--- src/rtl/combo_pkg.sv ---
// combo_pkg: shared constants and the reference evaluation of the g/h cell.
package combo_pkg;

    // Default width of each activity counter.
    localparam int unsigned CNT_W_DEFAULT = 16;

    // Evaluate the cell; returns {g, h}. nor_bc is the term shared by both outputs.
    function automatic logic [1:0] combo_eval(
        input logic a,
        input logic b,
        input logic c,
        input logic d
    );
        logic nor_bc;
        logic g;
        logic h;
        nor_bc = ~(b | c);
        g      = (a & b) | nor_bc;
        h      = ~(nor_bc & d);
        return {g, h};
    endfunction

endpackage

--- src/rtl/combo_core.sv ---
// combo_core: purely combinational g/h evaluation, no clock or reset.
module combo_core
    import combo_pkg::*;
(
    input  logic a,
    input  logic b,
    input  logic c,
    input  logic d,
    output logic g,
    output logic h
);

    logic [1:0] gh_s;

    // Evaluate both outputs through the shared package function.
    always_comb begin
        gh_s = combo_eval(a, b, c, d);
    end

    assign g = gh_s[1];
    assign h = gh_s[0];

endmodule

--- src/rtl/combo_logic.sv ---
// combo_logic: g/h cell with a one-cycle registered copy and saturating
// activity counters (cycles with g high, cycles with h low).
module combo_logic
    import combo_pkg::*;
#(
    parameter int unsigned CNT_W = CNT_W_DEFAULT
) (
    input  logic             clk,
    input  logic             rst_n,
    input  logic             a,
    input  logic             b,
    input  logic             c,
    input  logic             d,
    input  logic             cnt_clr,
    output logic             g,
    output logic             h,
    output logic             g_q,
    output logic             h_q,
    output logic             q_valid,
    output logic [CNT_W-1:0] g_cnt,
    output logic [CNT_W-1:0] h_low_cnt
);

    localparam logic [CNT_W-1:0] CNT_MAX  = {CNT_W{1'b1}};
    localparam logic [CNT_W-1:0] CNT_ZERO = {CNT_W{1'b0}};
    localparam logic [CNT_W-1:0] CNT_ONE  = {{(CNT_W-1){1'b0}}, 1'b1};

    logic             g_s;
    logic             h_s;
    logic             g_q_r;
    logic             h_q_r;
    logic             q_valid_r;
    logic [CNT_W-1:0] g_cnt_r;
    logic [CNT_W-1:0] h_low_cnt_r;
    logic [CNT_W-1:0] g_cnt_nxt_s;
    logic [CNT_W-1:0] h_low_cnt_nxt_s;

    combo_core u_core (
        .a (a),
        .b (b),
        .c (c),
        .d (d),
        .g (g_s),
        .h (h_s)
    );

    assign g = g_s;
    assign h = h_s;

    // Next value of the g-high counter: clear wins, otherwise saturating increment.
    always_comb begin
        g_cnt_nxt_s = g_cnt_r;
        if (cnt_clr) begin
            g_cnt_nxt_s = CNT_ZERO;
        end else if (g_s && (g_cnt_r != CNT_MAX)) begin
            g_cnt_nxt_s = g_cnt_r + CNT_ONE;
        end else begin
            g_cnt_nxt_s = g_cnt_r;
        end
    end

    // Next value of the h-low counter: clear wins, otherwise saturating increment.
    always_comb begin
        h_low_cnt_nxt_s = h_low_cnt_r;
        if (cnt_clr) begin
            h_low_cnt_nxt_s = CNT_ZERO;
        end else if (!h_s && (h_low_cnt_r != CNT_MAX)) begin
            h_low_cnt_nxt_s = h_low_cnt_r + CNT_ONE;
        end else begin
            h_low_cnt_nxt_s = h_low_cnt_r;
        end
    end

    // Output registers and counters with synchronous active-low reset.
    always_ff @(posedge clk) begin
        if (!rst_n) begin
            g_q_r       <= 1'b0;
            h_q_r       <= 1'b0;
            q_valid_r   <= 1'b0;
            g_cnt_r     <= CNT_ZERO;
            h_low_cnt_r <= CNT_ZERO;
        end else begin
            g_q_r       <= g_s;
            h_q_r       <= h_s;
            q_valid_r   <= 1'b1;
            g_cnt_r     <= g_cnt_nxt_s;
            h_low_cnt_r <= h_low_cnt_nxt_s;
        end
    end

    assign g_q       = g_q_r;
    assign h_q       = h_q_r;
    assign q_valid   = q_valid_r;
    assign g_cnt     = g_cnt_r;
    assign h_low_cnt = h_low_cnt_r;

endmodule

--- config.mk ---
export PLATFORM = sky130hd
export DESIGN_NAME = combo_logic
export DESIGN_NICKNAME = d
export VERILOG_FILES = /design/src/rtl/combo_pkg.sv /design/src/rtl/combo_core.sv /design/src/rtl/combo_logic.sv
export SDC_FILE = /design/constraint.sdc
export NUM_CORES = 1
export LEC_CHECK = 0
export CORE_AREA = 2 2 66 68
export DETAILED_ROUTE_END_ITERATION = 12
export DIE_AREA = 0 0 68 70
export GPL_ROUTABILITY_DRIVEN = 0
export PLACE_DENSITY = 0.74
export REMOVE_ABC_BUFFERS = 1
export SLEW_MARGIN = 10
export SYNTH_ARGS = -nofsm -noshare
export SYNTH_HDL_FRONTEND = slang
export SYNTH_SLANG_ARGS = --single-unit
--- constraint.sdc ---
create_clock -name clk -period 3.8 [get_ports clk]
set_clock_uncertainty 0.1 [all_clocks]
set_input_delay 1.14 -clock clk [delete_from_list [all_inputs] [get_ports clk]]
set_output_delay 1.14 -clock clk [all_outputs]
set_load 0.03 [all_outputs]
==> results of run 1 <==
[final cells by class]
type	count	area (um^2)	area share
multi-input cells	163	1074	0.4439
flip-flops and latches	35	700.7	0.2897
clock buffers	8	100.1	0.04139
well taps	52	65.06	0.02690
inverters	4	15.01	0.006208
repair buffers	48	464.2	0.1919
[logic make-up (layout without fill, tap and decap cells)]
group,after synthesis,after routing,share of synthesized area
fa+ha+maj,2,2,0.01374
mux,3,3,0.01650
compound gates,59,59,0.2261
buf+inv,10,60,0.02542
flops,35,35,0.3849
simple gates,99,99,0.3333
[power by group]
part / total (mW) / leakage [nW] / switching (mW) / internal (mW)
registers: 0.371 / 0.283 / 0.00167 / 0.369
clock network: 0.299 / 0.0515 / 0.133 / 0.166
logic: 0.0501 / 0.467 / 0.0291 / 0.0210
total: 0.720 / 0.802 / 0.164 / 0.556
[worst max-delay path, stage by stage]
cell and delay (ns):
clkdlybuf4s50_1 0.51, nor3b_4 0.26, inv_1 0.08, dlygate4sd2_1 0.36
[per-layer routing]
metal,up-vias,share of wire,GRT usage
met5,-,0,0
met4,0,0.012,0.07778
met3,6,0.049,0.04026
met2,53,0.47,0.3420
met1,862,0.46,0.2571
li1,920,-,-
[what timing repair did]
item | in CTS | in global routing
hold buffers | 0 | 0
gates resized for setup | 1 | 0
setup endpoints to repair | 1 | 0
hold endpoints to repair | 0 | 0
[metrics by stage]
step | power (mW) | util
global placement | 0.4295 | 0.5598
finish | 0.7202 | 0.5836
floorplan | 0.4049 | -
global route | 0.7487 | 0.5836
CTS | 0.7291 | 0.5836
detailed placement | 0.4303 | 0.5598
[flip-flops by register name, indices dropped and copies added (netlist names)]
name       count
g_cnt         16
h_low_cnt     16
q_valid        1
g_q            1
h_q            1
[how the worst min path moves through the flow]
stage,endpoint,slack (ns),cells past startpoint
floorplan,h_low_cnt[13],0.51,2
global placement,h_low_cnt[13],0.39,2
detailed placement,h_low_cnt[13],0.40,2
CTS,h_low_cnt[13],0.42,2
global route,h_low_cnt[13],0.44,2
finish,h_low_cnt[13],0.41,2
[cell usage after synthesis, types with 3 or more instances]
cell,n,share of area
or4_1,11,0.045
or3_1,5,0.017
nand3_1,14,0.038
nor2_1,8,0.016
dfxtp_1,35,0.38
clkbuf_1,4,0.0082
o31ai_1,9,0.037
o21ai_0,7,0.019
nor3_1,7,0.019
and3_1,6,0.021
and2_1,3,0.010
mux2i_1,3,0.016
o21a_1,4,0.016
a31oi_1,5,0.017
inv_1,4,0.0082
a21oi_1,17,0.047
nand2_1,19,0.039
nand2b_1,3,0.010
nand4_1,5,0.017
o41ai_1,3,0.014
o311ai_0,3,0.014
==> impl_results.md, run 1 <==
* Outcome: complete, no violations
* Layout cell share with drive strength beyond 1 at 0.09302
* Num CTS Buffers at 5
* YS warnings at 0
* Crit path required time at 2.56 ns
* Most common cell after layout, fill and taps aside: clkdlybuf4s50_1
* Die height at 70 um
* Finished Layout Cells at 310
* First-pass DRT Iterations at 4
* Worst setup EP type: primary output
* Max Cap Violations at 0
* Clock Sinks at 35
* Half-perimeter wire length after placement at 3201 um
* CTS tree: done
* Vias/cell at 5.939
* Total number of vias at 1841
* Fin crit period at 3.586 ns
* # rows at 24
* Worst slack, placed at -0.01039 ns
* Vias in the first global route at 1659
* Core area at 0.004144 mm^2
* Die area at 0.004760 mm^2
* Initial DRC Count at 111
* Hold slack at 0.4062 ns
* Setup slack, reg-to-reg at 1.57 ns
* Tot GR Track Use at 0.2057
* Antenna violations before repair at 0
* Final setup vio count at 0
* Worst-margin pin slew at 0.8972 ns
* Die W at 68 um
* Clock-pin slew on the worst setup and hold paths at 0.07 ns
* I/O pin cnt at 44
* Yosys reg bits at 35
* Max Clk Rate at 278.9 MHz
* Max Slew Vio Count at 0
* Top_reg_cell synth: dfxtp_1
* Relative slew margins at 0.3969
* R2r startpoint: g_cnt[1]
* Final period util at 0.9436
* Clock buffer depth at 2
* Remaining global-route overflow at 0
* Antenna Cells at 0
* H-tree Lvls at 2
* Critical path type: in2out
* First-pass GRT wire length at 7617 um
* Startpoint Class: input port
* Inst Count DP at 302
* Post-DRT Antenna Nets at 0
* Area Overhead vs Synth at 32.85%
* Register area share after synthesis at 0.3849
* Post-synthesis cell type count at 46
* Post-DR wirelength/cell at 14.45 um
* Worst hold path class: reg2reg
* Critical Path Source: b
* Arr. time, crit path at 2.35 ns
* PnR worst setup slack at 0.2144 ns
* Clk_lat worst skew at 0.28 ns
* R2R depth at 5
* Most frequent cells in the layout: 41 x clkdlybuf4s50_1, 35 x dfxtp_1, 19 x nand2_1
* Worst Path Max Fanout at 5
* Design area at 0.002419 mm^2
* Leakage at 0.8015 nW
* Drc violations at 0
* Fin nets at 266
* Fillcell total at 410
* Largest net degree at the start of global routing at 20
* Hold Crit Start: h_low_cnt[13]
* EDFF count, synth at 0
* Starting Density at 0.4393
* RR Endpoint: g_cnt[2]
* CP endpoint: h
* Gate Count Post-Synth at 208
* Syn_area_per_cell at 8.752 um^2
* DP Area at 0.002320 mm^2
* Post-CTS Setup Inserts at 0
* Post-Syn Area at 0.001820 mm^2
* Worst vdd ir at 135.6 uV
* Unrepaired setup endpoints after global routing: false
* Hold Vio Cnt, Final at 0
* Asr flop ratio synth at 0
* Power density over the cells at 297.8 mW/mm^2
* TNS Setup at 0 ns
* IO buf count at 43
* Root buffer cell: clkbuf_8
* WL final at 4481 um
No activity file was read; power rests on OpenSTA's default activity.
==> run 2: changes to the inputs <==
--- a/config.mk
+++ b/config.mk
@@ -5,11 +5,12 @@
 export SDC_FILE = /design/constraint.sdc
 export NUM_CORES = 1
 export LEC_CHECK = 0
-export CORE_AREA = 2 2 66 68
+export ABC_AREA = 1
+export CORE_AREA = 2 2 69 71
 export DETAILED_ROUTE_END_ITERATION = 12
-export DIE_AREA = 0 0 68 70
+export DIE_AREA = 0 0 71 73
 export GPL_ROUTABILITY_DRIVEN = 0
-export PLACE_DENSITY = 0.74
+export PLACE_DENSITY = 0.73
 export REMOVE_ABC_BUFFERS = 1
 export SLEW_MARGIN = 10
 export SYNTH_ARGS = -nofsm -noshare
==> run 2 against run 1 <==
Flip-flop and latch count did not move. First-iteration DRC count fell by 39%. Die area rose by 8.9%.
==> impl_results.md, run 2 <==
* Outcome: complete, no violations (unchanged)
* H-tree Lvls at 2 (unchanged)
* Clk_lat worst skew at 0.29 ns (was 0.28 ns)
* Most frequent cells in the layout: 83 x nor2_1, 74 x nand2_1, 41 x clkdlybuf4s50_1 (was 41 x clkdlybuf4s50_1, 35 x dfxtp_1, 19 x nand2_1)
* EDFF count, synth at 0 (unchanged)
* # rows at 25 (was 24)
* Worst Path Max Fanout at 3 (was 5)
* Half-perimeter wire length after placement at 3606 um (was 3201 um)
* Vias in the first global route at 1961 (was 1659)
* Max Slew Vio Count at 0 (unchanged)
* Hold Buf Count CTS at 0 (unchanged)
* Core area at 0.004536 mm^2 (was 0.004144 mm^2)
* Resize count post-CTS at 0 (was 1)
* First-pass GRT wire length at 8280 um (was 7617 um)
* WL met3 at 169 um (was 221 um)
* Num CTS Buffers at 5 (unchanged)
* Worst setup EP type: primary output (unchanged)
* Multi-input gate area at 0.001142 mm^2 (was 0.001074 mm^2)
* Hold Vio Cnt, Final at 0 (unchanged)
* Leakage at 0.9350 nW (was 0.8015 nW)
* Share of the synthesized area in the top cell type at 0.3487 (was 0.3849)
* Gate Count Post-Synth at 326 (was 208)
* Post-DRT Antenna Nets at 0 (unchanged)
* Syn_area_per_cell at 6.164 um^2 (was 8.752 um^2)
* Area Overhead vs Synth at 28.77% (was 32.85%)
* Die W at 71 um (was 68 um)
* Power density over the cells at 272.2 mW/mm^2 (was 297.8 mW/mm^2)
* Antenna Cells at 0 (unchanged)
* Clock buffer depth at 2 (unchanged)
* Vias/cell at 5.049 (was 5.939)
* CTS tree: done (unchanged)
* IO buf count at 43 (unchanged)
* Asr flop ratio synth at 0 (unchanged)
* Synth top area cells: dfxtp_1 35%, nor2_1 16%, nand2_1 14% (was dfxtp_1 38%, a21oi_1 4.7%, or4_1 4.5%)
* First-pass DRT Iterations at 5 (was 4)
* Met2 wire len at 2408 um (was 2124 um)
* Buf/Inv on CP at 2 (was 3)
* Register area share after synthesis at 0.3487 (was 0.3849)
* Layout cell share with drive strength beyond 1 at 0.08602 (was 0.09302)
* TNS Setup at 0 ns (unchanged)
* Unrepaired setup endpoints after global routing: false (unchanged)
* Total number of vias at 2151 (was 1841)
* Worst-margin pin slew at 0.5395 ns (was 0.8972 ns)
* Delay-heaviest family, CP: buffers and inverters (unchanged)
* Worst hold path class: reg2reg (unchanged)
* Die height at 73 um (was 70 um)
* Tot GR Track Use at 0.1989 (was 0.2057)
* Clock Sinks at 35 (unchanged)
* Most frequent cell after synthesis: nor2_1 (was dfxtp_1)
* Fin crit period at 3.226 ns (was 3.586 ns)
* Area leader, netlist: dfxtp_1 (unchanged)
* Die area at 0.005183 mm^2 (was 0.004760 mm^2)
* Top post-synthesis cells by count: 84 x nor2_1, 74 x nand2_1, 35 x dfxtp_1 (was 35 x dfxtp_1, 19 x nand2_1, 17 x a21oi_1)
* Final period util at 0.8489 (was 0.9436)
* CP max stage delay at 0.51 ns (about the same)
* Post-CTS Setup Inserts at 0 (unchanged)
* Starting Density at 0.4430 (was 0.4393)
* Crit path required time at 2.56 ns (about the same)
* Fin nets at 381 (was 266)
* Final setup vio count at 0 (unchanged)
* Post-Syn Area at 0.002009 mm^2 (was 0.001820 mm^2)
* Top_reg_cell synth: dfxtp_1 (unchanged)
* Post-synthesis cell type count at 25 (was 46)
* Drc violations at 0 (unchanged)
* Arr. time, crit path at 1.99 ns (was 2.35 ns)
* Root buffer cell: clkbuf_8 (unchanged)
* Initial DRC Count at 68 (was 111)
* Most common cell after layout, fill and taps aside: nor2_1 (was clkdlybuf4s50_1)
* DRT met1 WL at 2168 um (was 2081 um)
* Max Clk Rate at 310.0 MHz (was 278.9 MHz)
* WL final at 4828 um (was 4481 um)
* Fillcell total at 462 (was 410)
* Worst vdd ir at 178.6 uV (was 135.6 uV)
* Yosys reg bits at 35 (unchanged)
* Register area at 700.7 um^2 (unchanged)
* Relative slew margins at 0.6400 (was 0.3969)
* Final Util at 0.5705 (was 0.5836)
* Antenna violations before repair at 0 (unchanged)
* CP Cell Sequence: clkdlybuf4s50_1 -> nand2_1 -> o21ai_2 -> buf_4 (was clkdlybuf4s50_1 -> nor3b_4 -> inv_1 -> dlygate4sd2_1)
* Critical path type: in2out (unchanged)
* Post-DR wirelength/cell at 11.33 um (was 14.45 um)
* Startpoint Class: input port (unchanged)
* Top sig layer: met4 (unchanged)
* Clock-pin slew on the worst setup and hold paths at 0.07 ns (about the same)
* Max Cap Violations at 0 (unchanged)
* Largest net degree at the start of global routing at 27 (was 20)
* Critical-path top delay cell: clkdlybuf4s50_1 (unchanged)
* I/O pin cnt at 44 (unchanged)
* YS warnings at 0 (unchanged)
* Remaining global-route overflow at 0 (unchanged)
run 2: routing by layer:
| metal | vias to the layer above | track usage |
|---|---|---|
| met3 | 9 | 0.04282 |
| li1 | 1121 | - |
| met1 | 975 | 0.2253 |
| met4 | 0 | 0.07338 |
| met2 | 46 | 0.3666 |
| met5 | - | 0 |
run 2: logic make-up after synthesis:
group | share of synthesized area
fa+ha+maj | 0.01245
buf+inv | 0.08405
simple gates | 0.4844
compound gates | 0.07036
flops | 0.3487
run 2: layout make-up:
type                       instances  area share
timing repair buffer              46      0.1779
sequential                        35      0.2708
clock buffer                       6     0.03191
inverter                          34     0.04981
multi-input combinational        250      0.4415
tap                               54     0.02611
clock inverter                     1    0.001934
run 2: final timing paths:
path | startpoint | endpoint | slack [ns] | depth (start not counted)
hold reg to reg | g_cnt[14] | g_cnt[14] | 0.43 | 2
hold / removal | g_cnt[14] | g_cnt[14] | 0.43 | 2
setup reg to reg | g_cnt[0] | g_cnt[8] | 2.05 | 6
setup / recovery | b | g | 0.57 | 4
run 2: power by group:
part / switching, mW / internal [mW] / leakage (nW) / total, mW
Combinational: 0.0308 / 0.0236 / 0.605 / 0.0544
Clock: 0.135 / 0.142 / 0.0470 / 0.277
Sequential: 0.00262 / 0.370 / 0.283 / 0.373
Total: 0.168 / 0.536 / 0.935 / 0.704
run 2: worst register-to-register path: stages (launching register included):
cell and delay [ns]:
dfxtp_1 0.41, ha_1 0.23, inv_1 0.08, nor2_2 0.17, nand4_4 0.34, a21oi_1 0.26, nor2_1 0.06
run 2: through the flow:
step	total power [mW]	hold WS [ns]	setup WS [ns]	instances	area [um^2]
floorplan	0.4102	0.5271	0.9742	319	1969
global placement	0.4347	0.4162	0.5807	419	2500
detailed placement	0.4362	0.4230	0.5613	419	2500
CTS	0.7141	0.4357	0.5613	426	2587
global route	0.7339	0.4488	0.5100	426	2587
finish	0.7043	0.4328	0.5743	426	2587
